$ cat src/rtl/cpu_ctrl_pkg.sv
// Shared constants for the 8-bit bus CPU control path.
// Holds the control-word bit indices and their one-hot masks, the opcode
// encodings and the T-state encodings used by the sequencer and its ROM.
package cpu_ctrl_pkg;

    localparam int unsigned CTRL_W = 16;
    localparam int unsigned STEP_W = 3;

    // Control-word bit indices
    localparam int unsigned IDX_HLT = 15;
    localparam int unsigned IDX_MI  = 14;
    localparam int unsigned IDX_RI  = 13;
    localparam int unsigned IDX_RO  = 12;
    localparam int unsigned IDX_IO  = 11;
    localparam int unsigned IDX_II  = 10;
    localparam int unsigned IDX_AI  = 9;
    localparam int unsigned IDX_AO  = 8;
    localparam int unsigned IDX_EO  = 7;
    localparam int unsigned IDX_SU  = 6;
    localparam int unsigned IDX_BI  = 5;
    localparam int unsigned IDX_OI  = 4;
    localparam int unsigned IDX_CE  = 3;
    localparam int unsigned IDX_CO  = 2;
    localparam int unsigned IDX_JMP = 1;
    localparam int unsigned IDX_FI  = 0;

    // Single-bit masks derived from the indices
    localparam logic [CTRL_W-1:0] CTRL_HLT = 16'h1 << IDX_HLT;
    localparam logic [CTRL_W-1:0] CTRL_MI  = 16'h1 << IDX_MI;
    localparam logic [CTRL_W-1:0] CTRL_RI  = 16'h1 << IDX_RI;
    localparam logic [CTRL_W-1:0] CTRL_RO  = 16'h1 << IDX_RO;
    localparam logic [CTRL_W-1:0] CTRL_IO  = 16'h1 << IDX_IO;
    localparam logic [CTRL_W-1:0] CTRL_II  = 16'h1 << IDX_II;
    localparam logic [CTRL_W-1:0] CTRL_AI  = 16'h1 << IDX_AI;
    localparam logic [CTRL_W-1:0] CTRL_AO  = 16'h1 << IDX_AO;
    localparam logic [CTRL_W-1:0] CTRL_EO  = 16'h1 << IDX_EO;
    localparam logic [CTRL_W-1:0] CTRL_SU  = 16'h1 << IDX_SU;
    localparam logic [CTRL_W-1:0] CTRL_BI  = 16'h1 << IDX_BI;
    localparam logic [CTRL_W-1:0] CTRL_OI  = 16'h1 << IDX_OI;
    localparam logic [CTRL_W-1:0] CTRL_CE  = 16'h1 << IDX_CE;
    localparam logic [CTRL_W-1:0] CTRL_CO  = 16'h1 << IDX_CO;
    localparam logic [CTRL_W-1:0] CTRL_JMP = 16'h1 << IDX_JMP;
    localparam logic [CTRL_W-1:0] CTRL_FI  = 16'h1 << IDX_FI;

    // Opcodes (IR upper nibble); 9..D are undefined and fetch-only
    localparam logic [3:0] OP_NOP = 4'h0;
    localparam logic [3:0] OP_LDA = 4'h1;
    localparam logic [3:0] OP_ADD = 4'h2;
    localparam logic [3:0] OP_SUB = 4'h3;
    localparam logic [3:0] OP_STA = 4'h4;
    localparam logic [3:0] OP_LDI = 4'h5;
    localparam logic [3:0] OP_JMP = 4'h6;
    localparam logic [3:0] OP_JC  = 4'h7;
    localparam logic [3:0] OP_JZ  = 4'h8;
    localparam logic [3:0] OP_OUT = 4'hE;
    localparam logic [3:0] OP_HLT = 4'hF;

    // T-states
    localparam logic [STEP_W-1:0] T0 = 3'd0;
    localparam logic [STEP_W-1:0] T1 = 3'd1;
    localparam logic [STEP_W-1:0] T2 = 3'd2;
    localparam logic [STEP_W-1:0] T3 = 3'd3;
    localparam logic [STEP_W-1:0] T4 = 3'd4;

endpackage

$ cat src/rtl/control_sequencer_if.sv
// Bundle between the sequencer and the datapath.
//   opcode, flag_c, flag_z : IR nibble and latched ALU flags into the sequencer
//   ctrl                   : control word fanned out to every bus client
//   step, halted           : debug T-state and halt latch
// master = sequencer side, slave = datapath side.
interface control_sequencer_if;
    import cpu_ctrl_pkg::*;

    logic [3:0]        opcode;
    logic              flag_c;
    logic              flag_z;
    logic [CTRL_W-1:0] ctrl;
    logic [STEP_W-1:0] step;
    logic              halted;

    modport master (
        input  opcode,
        input  flag_c,
        input  flag_z,
        output ctrl,
        output step,
        output halted
    );

    modport slave (
        output opcode,
        output flag_c,
        output flag_z,
        input  ctrl,
        input  step,
        input  halted
    );

endinterface

$ cat src/rtl/microcode_rom.sv
// Purely combinational microcode decode.
//   opcode_i, step_i, flag_c_i, flag_z_i : decode address
//   ctrl_o      : control word for this step (0 for steps an opcode does not use)
//   last_step_o : this is the instruction's last active step
module microcode_rom
    import cpu_ctrl_pkg::*;
(
    input  logic [3:0]        opcode_i,
    input  logic [STEP_W-1:0] step_i,
    input  logic              flag_c_i,
    input  logic              flag_z_i,
    output logic [CTRL_W-1:0] ctrl_o,
    output logic              last_step_o
);

    always_comb begin
        ctrl_o      = '0;
        last_step_o = 1'b0;
        case (step_i)
            T0: ctrl_o = CTRL_CO | CTRL_MI;
            T1: begin
                ctrl_o = CTRL_RO | CTRL_II | CTRL_CE;
                // Fetch-only opcodes and not-taken branches finish here
                case (opcode_i)
                    OP_LDA, OP_ADD, OP_SUB, OP_STA,
                    OP_LDI, OP_JMP, OP_OUT, OP_HLT: last_step_o = 1'b0;
                    OP_JC:   last_step_o = ~flag_c_i;
                    OP_JZ:   last_step_o = ~flag_z_i;
                    default: last_step_o = 1'b1;
                endcase
            end
            T2: begin
                last_step_o = 1'b1;
                case (opcode_i)
                    OP_LDA, OP_ADD, OP_SUB, OP_STA: begin
                        ctrl_o      = CTRL_IO | CTRL_MI;
                        last_step_o = 1'b0;
                    end
                    OP_LDI:  ctrl_o = CTRL_IO | CTRL_AI;
                    OP_JMP:  ctrl_o = CTRL_IO | CTRL_JMP;
                    OP_JC:   ctrl_o = flag_c_i ? (CTRL_IO | CTRL_JMP) : '0;
                    OP_JZ:   ctrl_o = flag_z_i ? (CTRL_IO | CTRL_JMP) : '0;
                    OP_OUT:  ctrl_o = CTRL_AO | CTRL_OI;
                    OP_HLT:  ctrl_o = CTRL_HLT;
                    default: ctrl_o = '0;
                endcase
            end
            T3: begin
                last_step_o = 1'b1;
                case (opcode_i)
                    OP_LDA: ctrl_o = CTRL_RO | CTRL_AI;
                    OP_ADD, OP_SUB: begin
                        ctrl_o      = CTRL_RO | CTRL_BI;
                        last_step_o = 1'b0;
                    end
                    OP_STA:  ctrl_o = CTRL_AO | CTRL_RI;
                    default: ctrl_o = '0;
                endcase
            end
            T4: begin
                last_step_o = 1'b1;
                case (opcode_i)
                    OP_ADD:  ctrl_o = CTRL_EO | CTRL_AI | CTRL_FI;
                    OP_SUB:  ctrl_o = CTRL_EO | CTRL_AI | CTRL_FI | CTRL_SU;
                    default: ctrl_o = '0;
                endcase
            end
            default: last_step_o = 1'b1;
        endcase
    end

endmodule

$ cat src/rtl/control_sequencer.sv
// Microcode sequencer: owns the T-state counter and the halt latch and
// drives the control word for every bus client.
//   clk    : system clock, rising edge
//   rst_n  : synchronous active-low reset
//   bus    : master side of control_sequencer_if (opcode/flags in,
//            ctrl/step/halted out)
module control_sequencer
    import cpu_ctrl_pkg::*;
#(
    parameter int unsigned NSTEPS    = 5,
    parameter bit          EARLY_END = 1'b1
) (
    input  logic                 clk,
    input  logic                 rst_n,
    control_sequencer_if.master  bus
);

    logic [STEP_W-1:0] step_q, step_d;
    logic              halted_q, halted_d;
    logic [CTRL_W-1:0] rom_ctrl;
    logic              rom_last;
    logic              wrap;

    microcode_rom u_rom (
        .opcode_i    (bus.opcode),
        .step_i      (step_q),
        .flag_c_i    (bus.flag_c),
        .flag_z_i    (bus.flag_z),
        .ctrl_o      (rom_ctrl),
        .last_step_o (rom_last)
    );

    // The NSTEPS-1 bound also guards early-end mode against a runaway count.
    always_comb begin
        wrap = (step_q == STEP_W'(NSTEPS - 1));
        if (EARLY_END) begin
            wrap = wrap | rom_last;
        end
    end

    always_comb begin
        step_d   = step_q;
        halted_d = halted_q;
        if (!halted_q) begin
            // HLT's only active word is at T2, so seeing it means halt now
            if (rom_ctrl[IDX_HLT]) begin
                halted_d = 1'b1;
                step_d   = T0;
            end else if (wrap) begin
                step_d = T0;
            end else begin
                step_d = step_q + 3'd1;
            end
        end
    end

    always_ff @(posedge clk) begin
        if (!rst_n) begin
            step_q   <= T0;
            halted_q <= 1'b0;
        end else begin
            step_q   <= step_d;
            halted_q <= halted_d;
        end
    end

    assign bus.ctrl   = halted_q ? CTRL_HLT : rom_ctrl;
    assign bus.step   = step_q;
    assign bus.halted = halted_q;

endmodule

$ cat src/flat_wrapper.sv
// flat-port wrapper written by rule: the top's interface ports become plain ports
module control_sequencer_flat import cpu_ctrl_pkg::*;
#(
    parameter int unsigned NSTEPS    = 5,
    parameter bit          EARLY_END = 1'b1
)
  (clk, rst_n, bus_opcode, bus_flag_c, bus_flag_z, bus_ctrl, bus_step, bus_halted);
  control_sequencer_if bus_i ();
  input  logic clk;
  input  logic rst_n;
  input wire logic [$bits(bus_i.opcode)-1:0] bus_opcode;
  input wire logic [$bits(bus_i.flag_c)-1:0] bus_flag_c;
  input wire logic [$bits(bus_i.flag_z)-1:0] bus_flag_z;
  output wire logic [$bits(bus_i.ctrl)-1:0] bus_ctrl;
  output wire logic [$bits(bus_i.step)-1:0] bus_step;
  output wire logic [$bits(bus_i.halted)-1:0] bus_halted;
  assign bus_i.opcode = bus_opcode;
  assign bus_i.flag_c = bus_flag_c;
  assign bus_i.flag_z = bus_flag_z;
  assign bus_ctrl = bus_i.ctrl;
  assign bus_step = bus_i.step;
  assign bus_halted = bus_i.halted;
  control_sequencer #(.NSTEPS(NSTEPS), .EARLY_END(EARLY_END)) u_core (.clk(clk), .rst_n(rst_n), .bus(bus_i));
endmodule
$ cat config.mk
export PLATFORM = sky130hd
export DESIGN_NAME = control_sequencer_flat
export DESIGN_NICKNAME = d
export VERILOG_FILES = /design/src/rtl/cpu_ctrl_pkg.sv /design/src/rtl/control_sequencer_if.sv /design/src/rtl/microcode_rom.sv /design/src/rtl/control_sequencer.sv /design/src/flat_wrapper.sv
export SDC_FILE = /design/constraint.sdc
export NUM_CORES = 1
export LEC_CHECK = 0
export ABC_AREA = 0
export CAP_MARGIN = 20
export CORE_MARGIN = 5
export CORE_UTILIZATION = 35
export DETAILED_ROUTE_END_ITERATION = 12
export PLACE_DENSITY = 0.66
export SETUP_SLACK_MARGIN = 0.3
export SYNTH_ARGS = -nofsm -noshare
export SYNTH_HDL_FRONTEND = slang
export SYNTH_SLANG_ARGS = --single-unit
$ cat constraint.sdc
create_clock -name clk -period 2.67 [get_ports clk]
set_input_delay 0.801 -clock clk [delete_from_list [all_inputs] [get_ports clk]]
set_output_delay 0.801 -clock clk [all_outputs]
set_load 0.01 [all_outputs]
==> results of run 1 <==
cell usage after synthesis (all sizes together):
master and count:
a21boi 1, a21oi 4, a22oi 2, a32o 1
and2b 1, and3 1, and4 1, buf 6
clkbuf 2, dfxtp 4, ha 5, inv 9
mux2i 1, nand2 7, nand2b 1, nand3 5
nand3b 2, nor2 12, nor2b 1, nor3 4
nor3b 1, nor4b 1, o211ai 2, o21a 1
o21ai 8, o21bai 2, o311a 1, o311ai 1
o31ai 1, or2 1, or3 2, or4 1
or4b 1, or4bb 1
layout make-up:
cell class	count	area, um2
inverters	9	38.79
clock buffers	3	22.52
well taps	25	31.28
repair buffers	64	564.3
multi-input cells	73	699.4
fillers	106	304.0
flip-flops and latches	4	85.08
report_power, final:
group          total [W]  internal (W)  switching (W)  leakage, nW
logic           0.000743      0.000378       0.000365        0.599
registers       0.000103     0.0000800      0.0000231       0.0336
clock network  0.0000787     0.0000505      0.0000282       0.0138
metal layers:
| metal | routed length, um | vias to the layer above | global-route usage [%] |
|---|---|---|---|
| met5 | 0 | - | 0 |
| met4 | 48 | 0 | 5.106 |
| met3 | 236 | 6 | 2.535 |
| met2 | 1649 | 52 | 37.19 |
| met1 | 1286 | 476 | 23.49 |
| li1 | - | 452 | - |
worst max-delay path, stage by stage:
cell and delay [ps]:
buf_6 90, buf_6 120, buf_4 140, buf_6 120
nor2_4 100, nand2_2 70, a22oi_2 120, and3_1 190
buf_2 140
metrics by stage:
stage	std cells	utilization, %	hold slack [ps]
4_1_cts	172	69.39	524.1
2_1_floorplan	94	-	525.7
3_5_place_dp	162	62.51	508.2
5_1_grt	178	82.58	592.4
6_report	178	82.58	565.0
3_3_place_gp	162	62.51	494.5
cells in the final DEF, fill, tap and decap left out, types with 2 or more instances in the layout:
cell type / instances
dfxtp_1: 2
nor2_1: 6
a21oi_2: 2
nand2_1: 3
inv_1: 6
nor2_2: 2
nor3_4: 2
buf_2: 9
o21ai_4: 2
nand3_1: 5
dlygate4sd2_1: 5
o21ai_2: 2
clkbuf_4: 3
buf_6: 12
buf_4: 28
ha_2: 2
o21ai_1: 4
buf_8: 4
o21bai_1: 2
a22oi_2: 2
nand3b_1: 2
clkdlybuf4s50_1: 5
inv_4: 2
nand2_2: 3
nor2_4: 4
ha_4: 2
state kept, by name, summed over array words and instances, names as in the netlist:
| register | cells |
|---|---|
| u_core.bus.step | 3 |
| u_core.bus.halted | 1 |
final timing paths:
kind	cells after the start	start	to
setup / recovery	9	bus_opcode[2]	bus_ctrl[11]
hold / removal	2	u_core.bus.step[2]$_SDFFE_PN0N_	u_core.bus.step[2]$_SDFFE_PN0N_
setup reg to reg	7	u_core.bus.step[1]$_SDFFE_PN0N_	u_core.bus.step[1]$_SDFFE_PN0N_
hold reg to reg	2	u_core.bus.step[2]$_SDFFE_PN0N_	u_core.bus.step[2]$_SDFFE_PN0N_
logic make-up (layout without fill, tap and decap cells):
kind of cell / count (synthesis) / count (layout) / synth area share (%)
AOI/OAI and AO/OA: 24 / 24 / 25.91
and+or+nand+nor: 43 / 43 / 36.28
DFF: 4 / 4 / 12.28
buffers and inverters: 17 / 76 / 14.40
adders and majority gates: 5 / 5 / 9.597
muxes: 1 / 1 / 1.536
what timing repair did:
item / in CTS / in global routing
resized for setup: 108 / 41
endpoints found under the setup margin: 16 / 13
pin swaps: 16 / 20
buffers inserted: 7 / 6
hold endpoints to repair: 0 / 0
==> metrics.yaml, run 1 <==
violations: "negative setup slack"
ant_nets: 0
relSlewSlack_pct: 77.50
arrival_ps: 1900
syn_nets: 107
end_kind: "output pin"
first_pass_iters: 4
drive_gt1_share_pct: 64.71
dp_hpwl_um: 1692
synth_top_area_share_pct: 12.28
clk_pin_slew_worst_paths_ps: 40
regToRegSetupSlack_ps: 740
fin_crit_sh_pct: 101.2
setup_ws_ps: -32.40
yosysWarnings: 0
crit_path_max_fanout: 4
rsz0062_at_grt: "true"
finalSetupViolCount: 4
timing.setup.tns_ps: -92.53
dp_slack_ps: -884.2
placed_cell_area_um2: 1091
ys_seq_area_share_pct: 12.28
max_freq_mhz: 370.0
grt_start_max_net_pins: 8
die_w_um: 53.16
start_util_pct: 37.35
max-vdd-ir-drop_mv: 0.5520
clk_latency_ps: 240
slew_viol_final: 0
drt_iter0_markers: 27
drt-wirelength-per-cell_um: 18.09
area_growth_syn_to_layout_pct: 121.1
powerDensity_nw_per_um2: 641.3
cap_violations: 0
drt-total-wl_um: 3220
clock_sink_count: 4
crit_type: "input port to output pin"
cts_htree_levels: 1
viasPerCell: 5.539
worst_pin_slew_ps: 337.0
synth-seq-cells: 4
clockBufferDepth: 2
grt_antenna_before_repair: 0
grt_pass1_wl_um: 4160
p_leak_nw: 0.6463
die_y_um: 53.16
grt_usage_pct: 19.92
gp_congestion: 0.8188
dieArea_um2: 2825
synth.avg_cell_area_um2: 6.935
grt_pass1_vias: 928
coreArea_um2: 1745
core.rowCount: 15
yosys.area.top_type: "dfxtp_1"
cp-start-kind: "input port"
hold_path.class: "flop to flop"
numCtsBuffers: 3
final_area_um2: 1441
fin_crit_ps: 2702
outcome: "complete, but fails checks"
yosys-top-cells-area: "dfxtp_1, ha_1, nor2_1, inv_1, buf_4"
ios: 28
total_power_w: 0.0009244
clockRootBuffer: "clkbuf_4"
drc_errors: 0
cts_tree: "built"
hold_buffers: 0
final_nets: 168
crit_required_ps: 1870
synth_area_um2: 651.9
dr_total_vias: 986
finClkSkew_ps: 0.5537
synth_cell_types: 38
diodes: 0
overflow: 0
finalHoldViolCount: 0
synthCells: 94
numPortBuffers: 27
(Power assumes the default switching activity.)
==> run 2, diff against run 1 <==
Clock period 2.67 ns to 2.9 ns, I/O delays scaled along.
==> metrics.yaml, run 2 (same netlist as run 1, synthesis figures left out) <==
hold_ws_ps: 506.3  # -58.74 ps
wl_met3_um: 150  # -36%
grt_pass1_wl_um: 3705  # -11%
clock_sink_count: 4  # unchanged
max-vdd-ir-drop_mv: 0.3666  # -34%
arrival_ps: 1930  # +30 ps
clockRootBuffer: "clkbuf_4"
p_leak_nw: 0.6016  # -6.9%
critical-path-max-stage-delay_ps: 550  # +360 ps
regToRegEndpoint: "u_core.bus.step[2]$_SDFFE_PN0N_"
drive_gt1_share_pct: 50.34  # -14 points
fin_crit_ps: 2797
outcome: "finished, final reports clean"
setup_ws_ps: 102.8  # +135.2 ps
start_util_pct: 37.35  # unchanged
crit_chain: "buf_8 > or4b_4 > buf_6 > o21bai_1 > buf_2"
end_kind: "output pin"
grt_pass1_vias: 864  # -6.9%
cts_htree_levels: 1  # unchanged
slew_viol_final: 0  # unchanged
dp_hpwl_um: 1652  # -2.4%
ios: 28  # unchanged
hold_path.class: "flop to flop"
grt_start_max_net_pins: 10  # +2
finalHoldViolCount: 0  # unchanged
dp_slack_ps: -801.8  # +82.37 ps
gp_congestion: 0.8496  # +3.8%
coreArea_um2: 1745  # unchanged
diodes: 0  # unchanged
ant_nets: 0  # unchanged
largest_register_ffs: 3  # unchanged
die_w_um: 53.16  # unchanged
max_freq_mhz: 357.5
cap_violations: 0  # unchanged
worst_pin_slew_ps: 319.1  # -17.87 ps
cp_top_family: "simple AND/OR/NAND/NOR gates"
min_from: "u_core.bus.step[1]$_SDFFE_PN0N_"
finalSetupViolCount: 0  # -4
cp-start-kind: "input port"
worst-path-buf-inv: 3  # -2
worst_setup_path_startpoint: "bus_opcode[1]"
hold_depth: 2  # unchanged
final_util_pct: 70.39  # -12 points
maxUsedRoutingLayer: "met4"
dr_total_vias: 879  # -11%
core.rowCount: 15  # unchanged
r2r-start: "u_core.bus.step[1]$_SDFFE_PN0N_"
overflow: 0  # unchanged
powerDensity_nw_per_um2: 500.1  # -22%
dieArea_um2: 2825  # unchanged
numCtsBuffers: 3  # unchanged
numPortBuffers: 27  # unchanged
viasPerCell: 5.171  # -6.7%
drt-wirelength-per-cell_um: 14.26  # -21%
grt_usage_pct: 17.34  # -2.6 points
clockBufferDepth: 2  # unchanged
crit_slowest_cell: "or4b_4"
final_common_cell: "buf_4"
layout_common_cells: "buf_4, buf_2, inv_1"
first_pass_iters: 4  # unchanged
rsz0062_at_grt: "true"
regToRegSetupSlack_ps: 1070  # +330 ps
finClkSkew_ps: 7.685  # +7.131 ps
m1WireLength_um: 1098  # -15%
wl_met2_um: 1150  # -30%
crit_required_ps: 2030  # +160 ps
crit_path_max_fanout: 4  # unchanged
reg2reg_depth: 7  # unchanged
drt-total-wl_um: 2424  # -25%
drt_iter0_markers: 34  # +26%
fin_crit_sh_pct: 96.46
relSlewSlack_pct: 78.69  # +1.2 points
clk_pin_slew_worst_paths_ps: 30  # about the same
final_nets: 160  # -4.8%
min_to: "u_core.bus.step[1]$_SDFFE_PN0N_"
clk_latency_ps: 230  # about the same
grt_antenna_before_repair: 0  # unchanged
area_growth_syn_to_layout_pct: 88.48
fillCellCount: 140  # +32%
crit_type: "input port to output pin"
drc_errors: 0  # unchanged
cts_tree: "built"
die_y_um: 53.16  # unchanged
[run 2: changes by cell type in the layout (fill, tap and decap cells not counted), sizes merged]
cell | before | now
buf | 54 | 45
clkbuf | 3 | 4
clkdlybuf4s50 | 5 | 6
dlygate4sd2 | 5 | 2
dlymetal6s2s | 0 | 2
[run 2: worst max-delay path by stage]
| stage | slack (ps) | cells after the start | endpoint |
|---|---|---|---|
| after floorplan | 210 | 5 | bus_ctrl[14] |
| after global placement | -800 | 7 | bus_ctrl[11] |
| after detailed placement | -800 | 7 | bus_ctrl[11] |
| after CTS | 110 | 6 | bus_ctrl[9] |
| after global routing | 60 | 6 | bus_ctrl[14] |
| final | 100 | 5 | bus_ctrl[8] |
[run 2: repair_timing]
action	4_1_cts	5_1_grt
pin swaps	15	13
endpoints found under the setup margin	13	15
resized for setup	94	22
buffers inserted	6	5
hold buffers	0	0
[run 2: tightest hold or removal path, cell delays in order, from the launching register on]
cell	delay, ps
dfxtp_2	330
nand3_1	80
o21ai_1	50
[run 2: final cells by class]
class / count / area [um2] / area share, %
Inverter: 9 / 36.28 / 2.953
Tap cell: 25 / 31.28 / 2.546
Sequential cell: 4 / 81.33 / 6.619
Timing Repair Buffer: 56 / 495.5 / 40.33
Clock buffer: 3 / 22.52 / 1.833
Multi-Input combinational cell: 73 / 561.8 / 45.72
[run 2: layer usage]
metal / vias to the layer above / global-route usage, %
met5: - / 0
met4: 0 / 8.085
met3: 2 / 1.690
met2: 26 / 28.72
met1: 414 / 22.28
li1: 437 / -
[run 2: per-stage QoR]
| step | area, um2 | std cells | TNS [ps] | total power (W) |
|---|---|---|---|---|
| after floorplan | 670.6 | 94 | 0 | 0.0003333 |
| after global placement | 1042 | 156 | -8464 | 0.0005268 |
| after detailed placement | 1042 | 156 | -8470 | 0.0005351 |
| after CTS | 1132 | 165 | 0 | 0.0005992 |
| after global routing | 1229 | 170 | 0 | 0.0006699 |
| final | 1229 | 170 | 0 | 0.0006144 |
[run 2: where the power goes]
part	switching (W)	internal [W]	leakage (nW)
clock network	0.0000200	0.0000461	0.0138
registers	0.0000126	0.0000701	0.0330
logic	0.000232	0.000234	0.555
total	0.000265	0.000350	0.602
==> run 3, diff against run 2 <==
Settings changed: DONT_BUFFER_PORTS set to 1, PLACE_DENSITY 0.66 to 0.47, TNS_END_PERCENT set to 5.
==> metrics.yaml, run 3 (same netlist as run 1, synthesis figures left out) <==
dp_hpwl_um: 1313  # -21%
powerDensity_nw_per_um2: 625.2  # +25%
clk_latency_ps: 230  # about the same
drt-total-wl_um: 1677  # -31%
cap_violations: 0  # unchanged
timing.setup.tns_ps: 0  # unchanged
ios: 28  # unchanged
crit_path_max_fanout: 11  # +7
regToRegEndpoint: "u_core.bus.step[1]$_SDFFE_PN0N_"
ant_nets: 0  # unchanged
hold_ws_ps: 512.5  # +6.251 ps
area_growth_syn_to_layout_pct: 12.28
cp-start-kind: "input port"
max-vdd-ir-drop_mv: 0.3267  # -11%
fillCellCount: 195  # +39%
grt_start_max_net_pins: 15  # +5
end_kind: "output pin"
grt_antenna_before_repair: 0  # unchanged
min_to: "u_core.bus.step[0]$_SDFFE_PN0N_"
p_leak_nw: 0.3005  # -50%
core.rowCount: 15  # unchanged
grt_pass1_vias: 575  # -33%
clockBufferDepth: 2  # unchanged
wl_met3_um: 189  # +26%
worst-path-buf-inv: 0  # -3
drt_iter0_markers: 5  # -85%
numPortBuffers: 0  # -100%
m1WireLength_um: 794  # -28%
multiInputGateArea_um2: 514.2  # -8.5%
viasPerCell: 5.533  # +7.0%
final_common_cell: "nor2_1"
fin_crit_sh_pct: 90.33  # -6.1 points
grt_pass1_wl_um: 2608  # -30%
coreArea_um2: 1745  # unchanged
clk_pin_slew_worst_paths_ps: 30  # about the same
numCtsBuffers: 3  # unchanged
slew_viol_final: 0  # unchanged
rsz0062_at_grt: "true"
overflow: 0  # unchanged
cts_htree_levels: 1  # unchanged
diodes: 0  # unchanged
fin_crit_ps: 2620  # -177.7 ps
layout_common_cells: "nor2_1, inv_1, nand2_1"
cts_tree: "built"
clock_sink_count: 4  # unchanged
finClkSkew_ps: 2.631  # -5.054 ps
drive_gt1_share_pct: 28.42  # -22 points
wl_met2_um: 693  # -40%
hold_path.class: "flop to flop"
max_freq_mhz: 381.7  # +6.8%
grt_usage_pct: 11.98  # -5.4 points
worst_pin_slew_ps: 424.9  # +105.8 ps
first_pass_iters: 4  # unchanged
hold_buffers: 0  # unchanged
die_y_um: 53.16  # unchanged
total_power_w: 0.0004576  # -26%
outcome: "finished, final reports clean"
crit_chain: "or4b_4 > o21ai_2 > a22oi_2 > nor2_2"
drc_errors: 0  # unchanged
critical-path-max-stage-delay_ps: 560  # about the same
final_nets: 110  # -31%
finalHoldViolCount: 0  # unchanged
crit_required_ps: 2030  # about the same
regToRegSetupSlack_ps: 1140  # +70 ps
dieArea_um2: 2825  # unchanged
arrival_ps: 1750  # -180 ps
drt-wirelength-per-cell_um: 13.98  # -2.0%
gp_congestion: 0.7298  # -14%
finalSetupViolCount: 0  # unchanged
largest_register_ffs: 3  # unchanged
maxUsedRoutingLayer: "met3"
crit_slowest_cell: "or4b_4"
r2r-start: "u_core.bus.step[0]$_SDFFE_PN0N_"
start_util_pct: 37.35  # unchanged
hold_depth: 2  # unchanged
regArea_um2: 82.58  # +1.5%
reg2reg_depth: 6  # -1
clockRootBuffer: "clkbuf_4"
min_from: "u_core.bus.step[0]$_SDFFE_PN0N_"
cp_top_family: "simple AND/OR/NAND/NOR gates"
relSlewSlack_pct: 71.43  # -7.3 points
dr_total_vias: 664  # -24%
die_w_um: 53.16  # unchanged
crit_type: "input port to output pin"
[run 3: changes by cell type in the layout (fill, tap and decap cells not counted), sizes merged]
cell	before	now
dlygate4sd2	2	0
dlymetal6s2s	2	0
clkbuf	4	3
clkdlybuf4s50	6	0
buf	45	6
[run 3: power breakdown]
group | internal [W] | leakage, nW | total, W | switching, W
registers | 0.0000715 | 0.0333 | 0.0000946 | 0.0000231
logic | 0.000122 | 0.253 | 0.000297 | 0.000175
clock network | 0.0000461 | 0.0138 | 0.0000660 | 0.0000199
total | 0.000240 | 0.301 | 0.000458 | 0.000218
[run 3: how the worst max path moves through the flow]
stage / startpoint / to / cells past startpoint
global route: bus_opcode[0] / bus_ctrl[14] / 4
detailed placement: bus_opcode[1] / bus_ctrl[14] / 4
floorplan: bus_opcode[0] / bus_ctrl[14] / 5
finish: bus_opcode[0] / bus_ctrl[14] / 4
global placement: bus_opcode[1] / bus_ctrl[14] / 4
CTS: u_core.bus.step[0]$_SDFFE_PN0N_ / bus_ctrl[9] / 6
[run 3: worst register-to-register path, stage by stage (launching register included)]
cell,delay (ps)
dfxtp_2,380
inv_1,100
ha_2,230
or3_2,480
a32o_1,220
o311ai_2,90
o21ai_1,130
[run 3: repair_timing]
item,in CTS,in global routing
endpoints found under the setup margin,7,11
gates resized for setup,3,7
pin swaps,1,3
buffers inserted,0,2
[run 3: area by class of cell]
| class | count | area share [%] |
|---|---|---|
| multi-input combinational | 73 | 70.26 |
| sequential | 4 | 11.28 |
| timing repair buffer | 6 | 6.154 |
| inverter | 9 | 4.957 |
| tap | 25 | 4.274 |
| clock buffer | 3 | 3.077 |
[run 3: layer usage]
layer  up-vias  global-route usage (%)
met1       300                   15.29
met2        24                   18.39
met5         -                       0
li1        340                       -
met3         0                   6.197
met4         0                   1.277
[run 3: metrics by stage]
step,cells,setup slack [ps],instance area (um2),util [%]
2_1_floorplan,94,213.2,670.6,-
5_1_grt,120,233.1,732.0,41.94
4_1_cts,118,247.3,699.4,40.07
3_3_place_gp,115,230.3,666.9,38.21
3_5_place_dp,115,202.6,666.9,38.21
6_report,120,280.5,732.0,41.94
